## src/rtl/mem_arbiter.sv

```systemverilog
// Two-requester round-robin arbiter for the shared scratch memory.
// Zero-fills the whole memory after reset or clr before serving anyone.
//
// state | meaning
// INIT  | sweeping write(k, 0) over every address, no grants
// RUN   | arbitrating A/B, one registered access per cycle
module mem_arbiter #(
   parameter int ADDR_W = 7,
   parameter int DATA_W = 8
) (
   input  logic              clk,
   input  logic              rst_n,
   input  logic              clr,
   input  logic              a_req,
   input  logic              a_we,
   input  logic [ADDR_W-1:0] a_addr,
   input  logic [DATA_W-1:0] a_wdata,
   input  logic              b_req,
   input  logic              b_we,
   input  logic [ADDR_W-1:0] b_addr,
   input  logic [DATA_W-1:0] b_wdata,
   output logic              a_gnt,
   output logic              b_gnt,
   output logic              a_rvalid,
   output logic              b_rvalid,
   output logic [DATA_W-1:0] rdata,
   output logic              init_busy,
   output logic              mem_en,
   output logic              mem_we,
   output logic [ADDR_W-1:0] mem_addr,
   output logic [DATA_W-1:0] mem_wdata,
   input  logic [DATA_W-1:0] mem_rdata
);

   typedef enum logic {INIT, RUN} state_t;

   state_t              state, state_nxt;
   logic [ADDR_W-1:0]   cnt, cnt_nxt;
   logic                last_b, last_b_nxt;
   logic                en_nxt, we_nxt;
   logic [ADDR_W-1:0]   addr_nxt;
   logic [DATA_W-1:0]   wdata_nxt;
   logic [1:0]          rd_a_pipe, rd_b_pipe;

   always_comb begin
      state_nxt  = state;
      cnt_nxt    = cnt;
      last_b_nxt = last_b;
      a_gnt      = 1'b0;
      b_gnt      = 1'b0;
      en_nxt     = 1'b0;
      we_nxt     = 1'b0;
      addr_nxt   = mem_addr;
      wdata_nxt  = mem_wdata;
      case (state)
         INIT: begin
            en_nxt    = 1'b1;
            we_nxt    = 1'b1;
            addr_nxt  = cnt;
            wdata_nxt = '0;
            cnt_nxt   = cnt + 1'b1;
            if (&cnt) state_nxt = RUN;
         end
         RUN: begin
            if (clr) begin
               state_nxt = INIT;
               cnt_nxt   = '0;
            // on a tie, A wins only if B was granted last
            end else if (a_req && (!b_req || last_b)) begin
               a_gnt      = 1'b1;
               last_b_nxt = 1'b0;
               en_nxt     = 1'b1;
               we_nxt     = a_we;
               addr_nxt   = a_addr;
               wdata_nxt  = a_wdata;
            end else if (b_req) begin
               b_gnt      = 1'b1;
               last_b_nxt = 1'b1;
               en_nxt     = 1'b1;
               we_nxt     = b_we;
               addr_nxt   = b_addr;
               wdata_nxt  = b_wdata;
            end
         end
         default: state_nxt = INIT;
      endcase
   end

   always_ff @(posedge clk or negedge rst_n) begin
      if (!rst_n) begin
         state     <= INIT;
         cnt       <= '0;
         last_b    <= 1'b0;
         mem_en    <= 1'b0;
         mem_we    <= 1'b0;
         mem_addr  <= '0;
         mem_wdata <= '0;
         rd_a_pipe <= '0;
         rd_b_pipe <= '0;
      end else begin
         state     <= state_nxt;
         cnt       <= cnt_nxt;
         last_b    <= last_b_nxt;
         mem_en    <= en_nxt;
         mem_we    <= we_nxt;
         mem_addr  <= addr_nxt;
         mem_wdata <= wdata_nxt;
         // not cleared by clr so reads already issued still return
         rd_a_pipe <= {rd_a_pipe[0], a_gnt & ~a_we};
         rd_b_pipe <= {rd_b_pipe[0], b_gnt & ~b_we};
      end
   end

   assign init_busy = (state == INIT);
   assign a_rvalid  = rd_a_pipe[1];
   assign b_rvalid  = rd_b_pipe[1];
   assign rdata     = mem_rdata;

endmodule
```

## config.mk

```make
export PLATFORM = sky130hd
export DESIGN_NAME = mem_arbiter
export DESIGN_NICKNAME = d
export VERILOG_FILES = /design/src/rtl/mem_arbiter.sv
export SDC_FILE = /design/constraint.sdc
export NUM_CORES = 1
export LEC_CHECK = 0
export BUFFER_PORTS_ARGS = -buffer_cell sky130_fd_sc_hd__buf_2
export CORE_UTILIZATION = 47
export CTS_BUF_LIST = sky130_fd_sc_hd__clkbuf_4
export DETAILED_ROUTE_END_ITERATION = 8
export PLACE_DENSITY = 0.8
export SLEW_MARGIN = 30
export SYNTH_ARGS = -nofsm -noshare
export SYNTH_HDL_FRONTEND = slang
export SYNTH_SLANG_ARGS = --single-unit
```

## constraint.sdc

```tcl
create_clock -name clk -period 1.35 [get_ports clk]
set_input_delay 0.2025 -clock clk [delete_from_list [all_inputs] [get_ports clk]]
set_output_delay 0.2025 -clock clk [all_outputs]
set_load 0.01 [all_outputs]
```

---- Word level (Yosys, flattened, before mapping) ----
Cells that the tools add are included.
Widths: inputs -> output; s select.
word-level totals
  latch bits .............................. 0
  memory bits (writable) .................. 0
  bits in read-only memories .............. 0
  bits in registers ....................... 30
  memories ................................ 0
  output and inout port bits .............. 30
operators by class
  add/sub/neg operators ................... 1
  shifts and indexed selects .............. 0
  muxes and demuxes ....................... 29
  eq/ne operators ......................... 3
  div/mod/pow operators ................... 0
  order comparisons ....................... 0
  $mul .................................... 0
  reductions and logical operators ........ 7
  bitwise gates (word level) .............. 6
operators with widths
  kind                 number
  $mux 7               4
  $pmux 7 s2           2
  $mux 8               3
  $mux 1               16
  $pmux 8 s2           1
  $add 7x1->7 const B  1
  $reduce_and 7->1     1
  $pmux 1 s2           3
  $ne 2x2->1 const B   2
  $not 1->1            4
  $ne 3x2->1 const B   1
  $reduce_and 3->1     1
  $and 1x1->1          2
  $reduce_and 2->1     1
  $reduce_bool 2->1    1
  $logic_and 1x1->1    1
  $logic_not 1->1      1
  $logic_or 1x1->1     1

---- Logic depth before layout (Yosys ltp) ----
  depth in word-level cells ............... 7
  mapped depth ............................ 6

---- Worst setup path before layout ----
Ideal clock, no wire load.
  path kind ............................... flip-flop to flip-flop
  start ................................... register state
  end ..................................... register mem_addr[1]
  slack ................................... 98 ps
  cell stages (with the launch flop) ...... 6
  arrival time ............................ 1126 ps
  path buffers ............................ 1
  setup time .............................. 126 ps
  path through ............................ dfrtp_1 -> inv_1 -> nor2_2 -> o21ai_1 -> buf_4 -> o22ai_2
between the ends
  longest elaborated chain between the ends .. 2
ends and longest elaborated chain
  item                      line  text
  start: declaration        37    state_t state, state_nxt;
  start signal: assignment  101   state <= state_nxt;
  $not 1->1                 -
  net init_busy             27    output logic init_busy,
  $pmux 7 s2                55    case (state)
  end signal: assignment    106   mem_addr <= addr_nxt;
  end: declaration          30    output logic [ADDR_W-1:0] mem_addr,
The timed path passes the listed nets, and every way through them passes these cells.
A chain may end at the register's enable or synchronous reset.

---- Worst setup path in the final report ----
  start ................................... register last_b
  end ..................................... output port a_gnt
between the ends
  longest elaborated chain between the ends .. 5
ends and longest elaborated chain
  item                      line  text
  start: declaration        39    logic last_b, last_b_nxt;
  start signal: assignment  103   last_b <= last_b_nxt;
  $logic_or 1x1->1          69    end else if (a_req && (!b_req || last_b)) begin
  $logic_and 1x1->1         69
  $mux 1                    69
  $mux 1                    65    if (clr) begin
  $mux 1                    55
  end: declaration          22    output logic a_gnt,
No other way between the ends.

==> implementation parameters <==
Parameter                              Value

Worst setup path
  Worst-case register-to-register setup slack    -0.10 ns
  Nature of the critical path endpoint    primary output
  Reg2Reg Capture Point    mem_wdata[4]$_DFFE_PN0P_
  Reg-to-reg critical path startpoint    last_b$_DFFE_PN0P_
  Crit path capture    a_gnt
  Required time reported for the critical path endpoint    1.15 ns
  Critical path class    flop to primary output
  Worst R2R Path Depth    5
  Worst-path cell with the longest stage delay    sky130_fd_sc_hd__dfrtp_2
  Peak per-stage delay on the critical path    0.46 ns
  Setup crit start kind    flop
  Timing startpoint of the critical path    last_b$_DFFE_PN0P_
  Worst-path cell chain    o21ai_4, buf_6, nor2_1, buf_2
  CP max FO    4
  Endpoint arrival time on the critical path    1.27 ns

Synthesis
  Most common library cells after synthesis    sky130_fd_sc_hd__dfrtp_1, sky130_fd_sc_hd__nand2_1, sky130_fd_sc_hd__mux2i_1
  Post-synth ARST share    1.00
  Area share of the largest cell type after synthesis    0.494
  Number of flip-flops and latches in the synthesized netlist    30
  Syn Inst Count    140
  Leading post-synthesis cells by cell area    sky130_fd_sc_hd__dfrtp_1, sky130_fd_sc_hd__mux2i_1, sky130_fd_sc_hd__o21ai_2
  Total of warnings raised by yosys    0
  Number of library cell types mapped by synthesis    34
  Dominant synthesized flop cell    sky130_fd_sc_hd__dfrtp_1
  Mean Syn Cell Area    10.9 um2
  Number of enable flip-flop cells after synthesis    0
  Syn Std Cell Area    1520 um2
  Post-synthesis sequential area ratio    0.494
  Leading area contributor after synthesis    sky130_fd_sc_hd__dfrtp_1
  Post-synthesis net count    186
  Cell with the most instances after synthesis    sky130_fd_sc_hd__dfrtp_1

Clock tree
  Clock root buffer    sky130_fd_sc_hd__clkbuf_4
  Clock insertion delay at the later pin of the skew report    0.34 ns
  Total number of clock tree sinks    30
  CTS tree    built
  Clock input transition at the sequential cells of the worst setup and hold paths    0.09 ns
  Maximum count of clock buffers along a single path    2
  CTS H-tree lvls    2
  Total clock buffers created by CTS    5

Timing
  Highest clock rate    679 MHz
  Max-Slew Margin vs Limit    0.754
  Count of endpoints failing setup in the final report    13
  Number of pins with negative max-slew slack in the final report    0
  Final hold slack    0.0171 ns
  Tmin final    1.47 ns
  Final setup slack of the worst path    -0.122 ns
  Number of failing hold endpoints at the final stage    0
  Worst Max-Slew Pin Slew    0.369 ns
  Worst clock skew    0.00213 ns
  Period utilization    1.09
  Setup repair after global routing missed its margin    yes

Placement
  Final weighted congestion in routability-driven placement    0.831
  Worst setup slack before clock tree synthesis    0.000492 ns
  Final HPWL DP    2.51 mm
  Total instance count after detailed placement    239
  Quantity of I/O buffers inserted on ports    58

Final layout
  Area used by multi-input combinational logic    673 um2
  Fraction of layout instances using a drive strength above 1    0.502
  Area used by sequential logic in the layout    753 um2
  Antenna fix cells    0
  Fin cells    251
  Final net count    252
  FILL cells    257
  Area growth from synthesis to layout    29.1%

Outcome
  Violated checks    setup timing
  Outcome    finished with violations

Global routing
  First-pass GRT wire length    5.54 mm
  Pin count of the biggest net entering global routing    31
  Number of antenna violations at the first check in global routing    0
  GR Overflow Total    0
  Gr usage total    0.223
  Number of global-route vias before repair    1272

Pwr
  IR Drop Worst-Case VDD    0.729 mV
  Leak    0.000995 uW
  Total power    2710 uW
  Power density relative to cell area    1380 nW/um2

Drt
  Number of iterations in the first detailed-routing pass    4
  Sum of routed wire length over all layers    3.44 mm
  Total via count in the routed design    1270
  Average wire length per cell after detail routing    13.7 um
  Number of vias per cell    5.06
  DRC errors left    0
  Count of routing violations after the opening detailed-route iteration    38
  ANT nets after route    0

Floorplanning
  Die Width    58.9 um
  Die Area    3470 um2
  Chip Height    58.9 um
  Placement Rows    20
  Placeable core region    3050 um2
  Initial Utilization    0.498
  Number of top-level pins    75

Min path
  Instance count along the most critical hold path    2
  Worst hold-check path type    primary input to flop

Job
  Number of max-cap violations    0
[worst max-delay path: cells and delay by family (launching register included)]
kind            cells  cell delay, ns
simple gates        1            0.03
flops               1            0.46
buf+inv             2            0.26
compound gates      1            0.19
[power by group]
part	switching (uW)	internal [uW]	leakage, uW
Clock	307	215	0.0000331
Sequential	179	1120	0.000377
Combinational	435	447	0.000584
[registers in the layout, summed over array words and instances, names as in the netlist, 2 cells and up]
signal and cells:
cnt 7, rd_a_pipe 2, rd_b_pipe 2, mem_addr 7, mem_wdata 8
[logic make-up after synthesis]
group / count (synthesis) / synth area share
fa+ha+maj: 1 / 0.00823
xor+xnor: 3 / 0.0173
simple gates: 38 / 0.120
buf+inv: 19 / 0.0922
flops: 30 / 0.494
mux: 16 / 0.105
compound gates: 33 / 0.163
[layout by cell type (no fill, tap or decap), types with 2 or more instances in the layout]
cell type,count
sky130_fd_sc_hd__a21o_1,2
sky130_fd_sc_hd__a21oi_1,4
sky130_fd_sc_hd__buf_2,58
sky130_fd_sc_hd__buf_4,13
sky130_fd_sc_hd__clkbuf_4,6
sky130_fd_sc_hd__dfrtp_1,28
sky130_fd_sc_hd__dfrtp_2,2
sky130_fd_sc_hd__inv_1,4
sky130_fd_sc_hd__mux2i_1,10
sky130_fd_sc_hd__mux2i_2,5
sky130_fd_sc_hd__nand2_1,18
sky130_fd_sc_hd__nand3_1,6
sky130_fd_sc_hd__nor2_1,4
sky130_fd_sc_hd__nor2b_1,3
sky130_fd_sc_hd__nor3_1,2
sky130_fd_sc_hd__o21ai_0,5
sky130_fd_sc_hd__o21ai_1,2
sky130_fd_sc_hd__o21ai_2,8
sky130_fd_sc_hd__o221ai_1,2
sky130_fd_sc_hd__o22ai_1,2
sky130_fd_sc_hd__o22ai_2,2
sky130_fd_sc_hd__xnor2_1,2
[worst min path at each step]
stage / from / endpoint
2_1_floorplan: rst_n / cnt[0]$_DFFE_PN0P_
3_3_place_gp: rst_n / rd_a_pipe[1]$_DFF_PN0_
3_5_place_dp: rst_n / rd_a_pipe[1]$_DFF_PN0_
4_1_cts: b_we / rd_b_pipe[0]$_DFF_PN0_
5_1_grt: b_we / rd_b_pipe[0]$_DFF_PN0_
6_report: b_we / rd_b_pipe[0]$_DFF_PN0_
[stage by stage]
stage	util	area, um2	TNS [ns]
final	0.643	1960	-0.969
after detailed placement	0.598	1830	0
after global routing	0.643	1960	-1.83
after global placement	0.598	1830	0
after CTS	0.629	1920	-0.808
after floorplan	-	1520	0
[final cells by class]
type	count	area share
Sequential cell	30	0.384
Clock inverter	2	0.00446
Multi-Input combinational cell	91	0.343
Timing Repair Buffer	73	0.208
Inverter	5	0.00956
Clock buffer	6	0.0229
Tap cell	44	0.0280
[metal layers]
| layer | vias to the layer above | global-route usage | wire length [um] |
|---|---|---|---|
| met5 | - | 0 | 0 |
| met4 | 0 | 0.0952 | 61 |
| met3 | 11 | 0.0681 | 277 |
| met2 | 53 | 0.391 | 1680 |
| met1 | 596 | 0.250 | 1420 |
| li1 | 610 | - | - |
[repair_timing]
item	4_1_cts	5_1_grt
buffers inserted	2	1
cloned	0	0
gates resized for setup	4	8
endpoints found under the setup margin	5	19
pin swaps	0	3
hold endpoints to repair	30	0
hold buffers	1	0
Power figures use the tool's default switching activity.
